==> src/rtl/fwd_sel_unit_pkg.sv <==
// Shared definitions for the forwarding/hazard controller.
//   - REG_AW / SEL_W      : register-address and select-code widths
//   - SEL_* constants     : operand selector codes (4:1 mux in front of the ALU)
//   - slot_t              : one shadow-pipeline entry (EX, MEM or WB)
//   - slot_hit()          : true when a slot produces the given source register
package fwd_sel_unit_pkg;

  localparam int REG_AW = 5;
  localparam int SEL_W  = 2;

  localparam logic [SEL_W-1:0] SEL_RF     = 2'b00; // register file
  localparam logic [SEL_W-1:0] SEL_EXMEM  = 2'b01; // producer one ahead
  localparam logic [SEL_W-1:0] SEL_MEMWB  = 2'b10; // producer two ahead
  localparam logic [SEL_W-1:0] SEL_WBHOLD = 2'b11; // producer three ahead (RF not write-through)

  typedef struct packed {
    logic              valid;
    logic [REG_AW-1:0] wr_addr;
    logic              reg_write;
    logic              mem_read;
  } slot_t;

  // $0 is hardwired, so a write to it never forwards.
  function automatic logic slot_hit(slot_t s, logic [REG_AW-1:0] src);
    return s.valid && s.reg_write && (s.wr_addr == src) && (src != '0);
  endfunction

endpackage

==> src/rtl/fwd_sel_unit_fwd_match.sv <==
// Per-operand forwarding select.
//   src_i  : source register address read in ID
//   use_i  : instruction actually reads src_i
//   ex_i/mem_i/wb_i : shadow slots, youngest first
//   sel_o  : select code, nearest producer wins, RF when unused or no producer
module fwd_match
  import fwd_sel_unit_pkg::*;
(
  input  logic [REG_AW-1:0] src_i,
  input  logic              use_i,
  input  slot_t             ex_i,
  input  slot_t             mem_i,
  input  slot_t             wb_i,
  output logic [SEL_W-1:0]  sel_o
);

  always_comb begin
    sel_o = SEL_RF;
    if (use_i) begin
      if      (slot_hit(ex_i,  src_i)) sel_o = SEL_EXMEM;
      else if (slot_hit(mem_i, src_i)) sel_o = SEL_MEMWB;
      else if (slot_hit(wb_i,  src_i)) sel_o = SEL_WBHOLD;
    end
  end

endmodule

==> src/rtl/fwd_sel_unit.sv <==
// Forwarding and load-use hazard controller for the 5-stage pipeline.
// Keeps a shadow EX/MEM/WB pipeline of destination info and produces
// registered operand-select codes aligned with the instruction's EX cycle.
//   clk, reset        : clock, async active-high reset
//   id_*              : instruction currently in ID
//   flush             : squash the ID instruction
//   stall             : combinational load-use stall (freeze PC and IF/ID)
//   ex_sel_a/ex_sel_b : registered operand selects for EX
//   ex_valid          : EX holds a real instruction
module fwd_sel_unit #(
  parameter int REG_AW = 5,
  parameter int SEL_W  = 2
) (
  input  logic              clk,
  input  logic              reset,
  input  logic              id_valid,
  input  logic [REG_AW-1:0] id_rs,
  input  logic [REG_AW-1:0] id_rt,
  input  logic              id_use_rs,
  input  logic              id_use_rt,
  input  logic [REG_AW-1:0] id_wr_addr,
  input  logic              id_reg_write,
  input  logic              id_mem_read,
  input  logic              flush,
  output logic              stall,
  output logic [SEL_W-1:0]  ex_sel_a,
  output logic [SEL_W-1:0]  ex_sel_b,
  output logic              ex_valid
);
  import fwd_sel_unit_pkg::*;

  localparam int NUM_OPS = 2; // operand A (rs), operand B (rt)

  slot_t ex_q, mem_q, wb_q;
  slot_t ex_d, id_slot;

  logic [NUM_OPS-1:0][REG_AW-1:0] src;
  logic [NUM_OPS-1:0]             use_src;
  logic [NUM_OPS-1:0][SEL_W-1:0]  sel_d, sel_q;

  logic ld_hit, accept;

  assign src     = {id_rt, id_rs};
  assign use_src = {id_use_rt, id_use_rs};

  for (genvar g = 0; g < NUM_OPS; g++) begin : g_op
    fwd_match u_match (
      .src_i (src[g]),
      .use_i (use_src[g]),
      .ex_i  (ex_q),
      .mem_i (mem_q),
      .wb_i  (wb_q),
      .sel_o (sel_d[g])
    );
  end

  // A load in EX has no data until MEM, so a dependent ID instruction must
  // wait one cycle; afterwards the load sits in MEM and forwards via MEM/WB.
  assign ld_hit = ex_q.valid && ex_q.mem_read && ex_q.reg_write && (ex_q.wr_addr != '0) &&
                  (((ex_q.wr_addr == id_rs) && id_use_rs) ||
                   ((ex_q.wr_addr == id_rt) && id_use_rt));

  // flush beats stall: a squashed instruction has no hazard to wait for.
  assign stall  = id_valid && !flush && ld_hit;
  assign accept = id_valid && !flush && !ld_hit;

  assign id_slot = '{valid: 1'b1, wr_addr: id_wr_addr,
                     reg_write: id_reg_write, mem_read: id_mem_read};
  assign ex_d    = accept ? id_slot : '0;

  always_ff @(posedge clk or posedge reset) begin
    if (reset) begin
      ex_q  <= '0;
      mem_q <= '0;
      wb_q  <= '0;
      sel_q <= '0;
    end else begin
      wb_q  <= mem_q;
      mem_q <= ex_q;
      ex_q  <= ex_d;
      sel_q <= accept ? sel_d : '0;
    end
  end

  assign ex_sel_a = sel_q[0];
  assign ex_sel_b = sel_q[1];
  assign ex_valid = ex_q.valid;

endmodule

==> config.mk <==
export PLATFORM = sky130hd
export DESIGN_NAME = fwd_sel_unit
export DESIGN_NICKNAME = d
export VERILOG_FILES = /design/src/rtl/fwd_sel_unit_pkg.sv /design/src/rtl/fwd_sel_unit_fwd_match.sv /design/src/rtl/fwd_sel_unit.sv
export SDC_FILE = /design/constraint.sdc
export NUM_CORES = 1
export LEC_CHECK = 0
export ABC_CLOCK_PERIOD_IN_PS = 1850
export BUFFER_PORTS_ARGS = -buffer_cell sky130_fd_sc_hd__buf_2
export CAP_MARGIN = 0
export CORE_MARGIN = 2
export CORE_UTILIZATION = 52
export DETAILED_ROUTE_END_ITERATION = 6
export PLACE_DENSITY = 0.79
export SYNTH_ARGS = -nofsm -noshare
export SYNTH_HDL_FRONTEND = slang
export SYNTH_SLANG_ARGS = --single-unit
==> constraint.sdc <==
create_clock -name clk -period 1.85 [get_ports clk]
set_input_delay 0.37 -clock clk [delete_from_list [all_inputs] [get_ports clk]]
set_output_delay 0.37 -clock clk [all_outputs]
set_load 0.02 [all_outputs]
# [Word-level counts from Yosys, hierarchy flattened]
# Index checks and enable logic that the tools add are counted.
[word_totals] register_bits=26 out_inout_bits=6
[classes] eq_ne=6 muxes=10 reduce_logical=30
[op_table] cell="equality test 5 bit" count=6
[op_table] cell="logical AND 1 bit" count=24
[op_table] cell="two-way mux 2 bit" count=8
[op_table] cell="nonzero test 5 bit" count=3
[op_table] cell="two-way mux 8 bit" count=1
[op_table] cell="two-way mux 4 bit" count=1
[op_table] cell="logical NOT 1 bit" count=2
[op_table] cell="logical OR 1 bit" count=1

# [Longest topological paths before layout]
[logic_depth] ltp_word=8 ltp_mapped=6

# [Cells and area by module]
# From an unflattened synthesis, not the netlist that was laid out.
[hier_totals] hier_cells=140 hier_area_um2=1453.9
[by_module_without_submodules] module="fwd_sel_unit" instances=1 cells_per_inst=76 area_per_inst_um2=980.9
[by_module_without_submodules] module="fwd_match" instances=2 cells_per_inst=32 area_per_inst_um2=236.5

# [Least setup slack after synthesis]
# OpenSTA, ideal clock, no wires.
[synth_path] path_kind="register to output" from="register ex_q[2] (netlist bit)" to="output stall" arrival_time_ns=1.200 required_ns=1.480 setup_slack_ns=0.280 stages_incl_launch_ff=6 path_buffers=0 cell_sequence="dfrtp_1 xnor2_1 nand3_1 o22ai_1 nand2_1 nor2_1"
[synth_via] elab_chain_cells=5 elab_cells_between_ends=9 cone_classes="eq/ne (2); reduce/logical (7)"
[synth_lines] item="start, declared" line_no="fwd_sel_unit.sv:34" rtl="slot_t ex_q, mem_q, wb_q;"
[synth_lines] item="start signal, assigned" line_no="fwd_sel_unit.sv:73" rtl="ex_q <= '0;"
[synth_lines] item="start signal, assigned" line_no="fwd_sel_unit.sv:80" rtl="ex_q <= ex_d;"
[synth_lines] item="equality test 5 bit (on tied branches)" line_no="fwd_sel_unit.sv:60, fwd_sel_unit.sv:61"
[synth_lines] item="logical AND 1 bit (on tied branches)" line_no="fwd_sel_unit.sv:60, fwd_sel_unit.sv:61"
[synth_lines] item="logical OR 1 bit" line_no="fwd_sel_unit.sv:60" rtl="(((ex_q.wr_addr == id_rs) && id_use_rs) ||"
[synth_lines] item="logical AND 1 bit *" line_no="fwd_sel_unit.sv:59" rtl="assign ld_hit = ex_q.valid && ex_q.mem_read && ex_q.reg_write && (ex_q.wr_addr != '0) &&"
[synth_lines] item="logical AND 1 bit *" line_no="fwd_sel_unit.sv:64" rtl="assign stall = id_valid && !flush && ld_hit;"
[synth_lines] item="end, declared" line_no="fwd_sel_unit.sv:25" rtl="output logic stall,"
# Mark *: on every way between the ends. The rest lies on a longest branch, timed or not.

# [Worst setup path after layout]
[layout_path] from="register ex_q[6] (netlist bit)" to="output stall"
# The elaborated chain is that of the path after synthesis.

==> metrics.yaml <==
power_and_ir_drop:
  leakagePower_nw: 0.7589
  vdd_drop_max_mv: 0.5365
  p_sw_share_pct: 24.76
  p_seq_share_pct: 57.0
  pwr-share-comb_pct: 16.2
  internal-power_mw: 0.8017
  clock_power_share_pct: 26.8
  switchingPower_mw: 0.2638
  p_per_area_mw_per_mm2: 671.6
timing:
  hold_viol: 0
  min_period_over_period_pct: 105.9
  max_slew_margin_pct: 52.27
  fmax_mhz: 510.2
  skew_ps: 6.794
  finalWorstSetupSlack_ps: -109.9
  slew_viol_final: 0
  holdWs_ps: 59.77
  worstMarginPinSlew_ps: 715.9
  setup_viol: 3
  layout_min_cycle_time_ps: 1960
  rsz0062_at_grt: "true"
cells_and_area:
  drive_above_1_share_pct: 40.13
  ff_latch_area_um2: 653.1
  fillers: 156
  n_antenna_cell: 0
  num-nets-final: 176
  postLayoutCellArea_mm2: 0.001587
  multi_input_area_um2: 599.3
  area_growth_pct: 30.72
floorplan:
  dieHeight_um: 52.31
  boundaryPins: 29
  die_w_um: 52.31
  rows: 17
  coreArea_mm2: 0.002212
  start_util_pct: 54.86
  dieArea_mm2: 0.002736
yosys:
  synth_commonest_cells: "xnor2_1, dfrtp_1, and2_1, nand3_1, nand2_1"
  synth_edf_count: 0
  yosys_warnings: 0
  synth_top_cell_by_area: "dfrtp_1"
  ys_seq_area_share_pct: 53.61
  syn_nets: 129
  netlist_instances: 106
  synth-seq-cells: 26
  synth_top_area_share_pct: 53.61
  avgSynthCellArea_um2: 11.45
  async_flop_share_pct: 100.0
  syn-cell-area_mm2: 0.001214
  synth_flop_cell: "dfrtp_1"
  synthTopCellsByArea: "dfrtp_1, xnor2_1, and2_1, nand3_1, nand4_1"
  ys_types: 23
  synthMostInstantiatedCell: "xnor2_1"
critical_path:
  start_kind: "flip-flop"
  reg2reg_depth: 10
  ff2ff_setup_slack_ps: -10
  end_kind: "primary output"
  rr_startpoint: "ex_q[2]"
  crit_type: "flip-flop to primary output"
  worst_ep_arrival_time_ps: 1590
  cp_max_fo: 4
  timing.rr.end: "ex_sel_a[1]"
  crit_required_ps: 1480
cts:
  clock_path_buffers: 2
  cts_root_buf: "clkbuf_4"
  path_clk_slew_ps: 140
  clk_latency_ps: 330
  htree_num_levels: 1
  clock_sinks: 26
  cts_tree: "built"
  cts_buffers: 3
route:
  route.detailed.drc: 0
  wirelength_um: 2615
  routedWlPerCell_um: 14.53
  vias: 950
  via_per_inst: 5.278
  ant_nets: 0
  dr.pass1.iters: 4
  drtIter0Drc: 15
outcome:
  violations: "negative setup slack"
  outcome: "finished, violations left"
global_routing:
  grt_max_degree: 27
  antenna_found_initial: 0
  grt_pass1_wl_um: 4567
  overflow: 0
  gr-usage-all-layers_pct: 23.47
  grt_pass1_vias: 956
run:
  cap_violations: 0
place:
  dpl_cell_area_mm2: 0.001391
  gp_congestion: 0.8477
  place_hpwl_um: 1926
  io_buffer_count: 28
  post-place-ws_ps: 83.91
min_path:
  holdCritPathClass: "input pin to asynchronous set/reset pin"
## registers in the layout, indices dropped and copies added, names as in the netlist
register	cells
ex_sel_b	2
wb_q	7
ex_q	7
ex_valid	1
ex_sel_a	2
mem_q	7
## per-layer routing
metal / part of all wire [%] / vias to the layer above / GRT usage, %
li1: - / 456 / -
met3: 2.8 / 9 / 2.857
met2: 49 / 22 / 37.29
met5: 0 / - / 0
met1: 46 / 463 / 32.45
met4: 2.1 / 0 / 9.829
## layout make-up
type                            count  area share, %
Timing Repair Buffer               43          16.32
Tap cell                           28          2.208
Clock buffer                        4          2.287
Multi-Input combinational cell     78          37.78
Sequential cell                    26          41.17
Inverter                            1         0.2366
## worst max-delay path, cell delays in order (launching register included)
cell	delay (ps)
dfrtp_1	450
xnor2_1	150
nand3_1	140
o22ai_2	210
nand2_1	100
nor2_2	100
buf_6	120
## logic make-up after synthesis
logic type	count (synthesis)	share of synthesized area, %
xor+xnor	30	21.65
buf+inv	2	0.7210
compound gates	6	3.402
flops	26	53.61
simple gates	42	20.62
## timing repair
| action | 4_1_cts | 5_1_grt |
|---|---|---|
| setup endpoints to repair | 1 | 12 |
| hold buffers | 0 | 0 |
| pin swaps | 9 | 3 |
| resized for setup | 8 | 3 |
| endpoints found under the hold margin | 0 | 0 |
| buffers inserted | 12 | 2 |
## metrics by stage
step                instances  TNS, ps  utilization, %  power (mW)
floorplan                 106        0               -      0.6923
global placement          162        0           62.90      0.7470
detailed placement        162        0           62.90      0.7507
CTS                       178   -94.55           70.48       1.065
global route              180    -1666           71.72       1.117
finish                    180   -123.9           71.72       1.066
## layout by cell type (no fill, tap or decap)
master    synthesis  routed
buf_2             1      27
nor4_2            0       1
nor4_1            2       1
xnor2_2           0       4
buf_6             0       1
and4b_1           1       1
o22ai_2           0       1
nor2b_2           1       1
clkbuf_4          0       3
xnor2_1          28      24
nand4_1           4       4
dfrtp_1          26      24
nand3_1           7       7
nand2b_1          2       2
and2_1            7       7
a21oi_1           3       3
nand2_1           5       5
o211a_1           2       2
clkbuf_8          0       1
nor2_1            3       2
and3_1            1       1
or4_1             2       2
xor2_1            2       2
or4_4             2       2
dfrtp_2           0       2
or3_1             1       1
inv_1             1       1
nor3_1            2       2
nor2_2            2       3
buf_4             0      15
## power by group through the flow
stage                     logic [mW]  clock network (mW)  registers (mW)
after floorplan               0.0781                   0           0.614
after global placement         0.130                   0           0.617
after detailed placement       0.133                   0           0.618
after CTS                      0.167               0.290           0.608
after global routing           0.188               0.319           0.610
final                          0.173               0.285           0.607
## worst max-delay path by stage
| stage | startpoint | endpoint | slack, ps | cells after the start |
|---|---|---|---|---|
| floorplan | ex_q[2] | stall | 280 | 5 |
| global placement | id_rt[1] | ex_sel_b[0] | 60 | 6 |
| detailed placement | id_rt[1] | ex_sel_b[1] | 80 | 6 |
| CTS | ex_q[3] | stall | -90 | 6 |
| global route | ex_q[6] | stall | -260 | 6 |
| finish | ex_q[6] | stall | -110 | 6 |
Note: power is estimated with default switching activity, not from simulation.
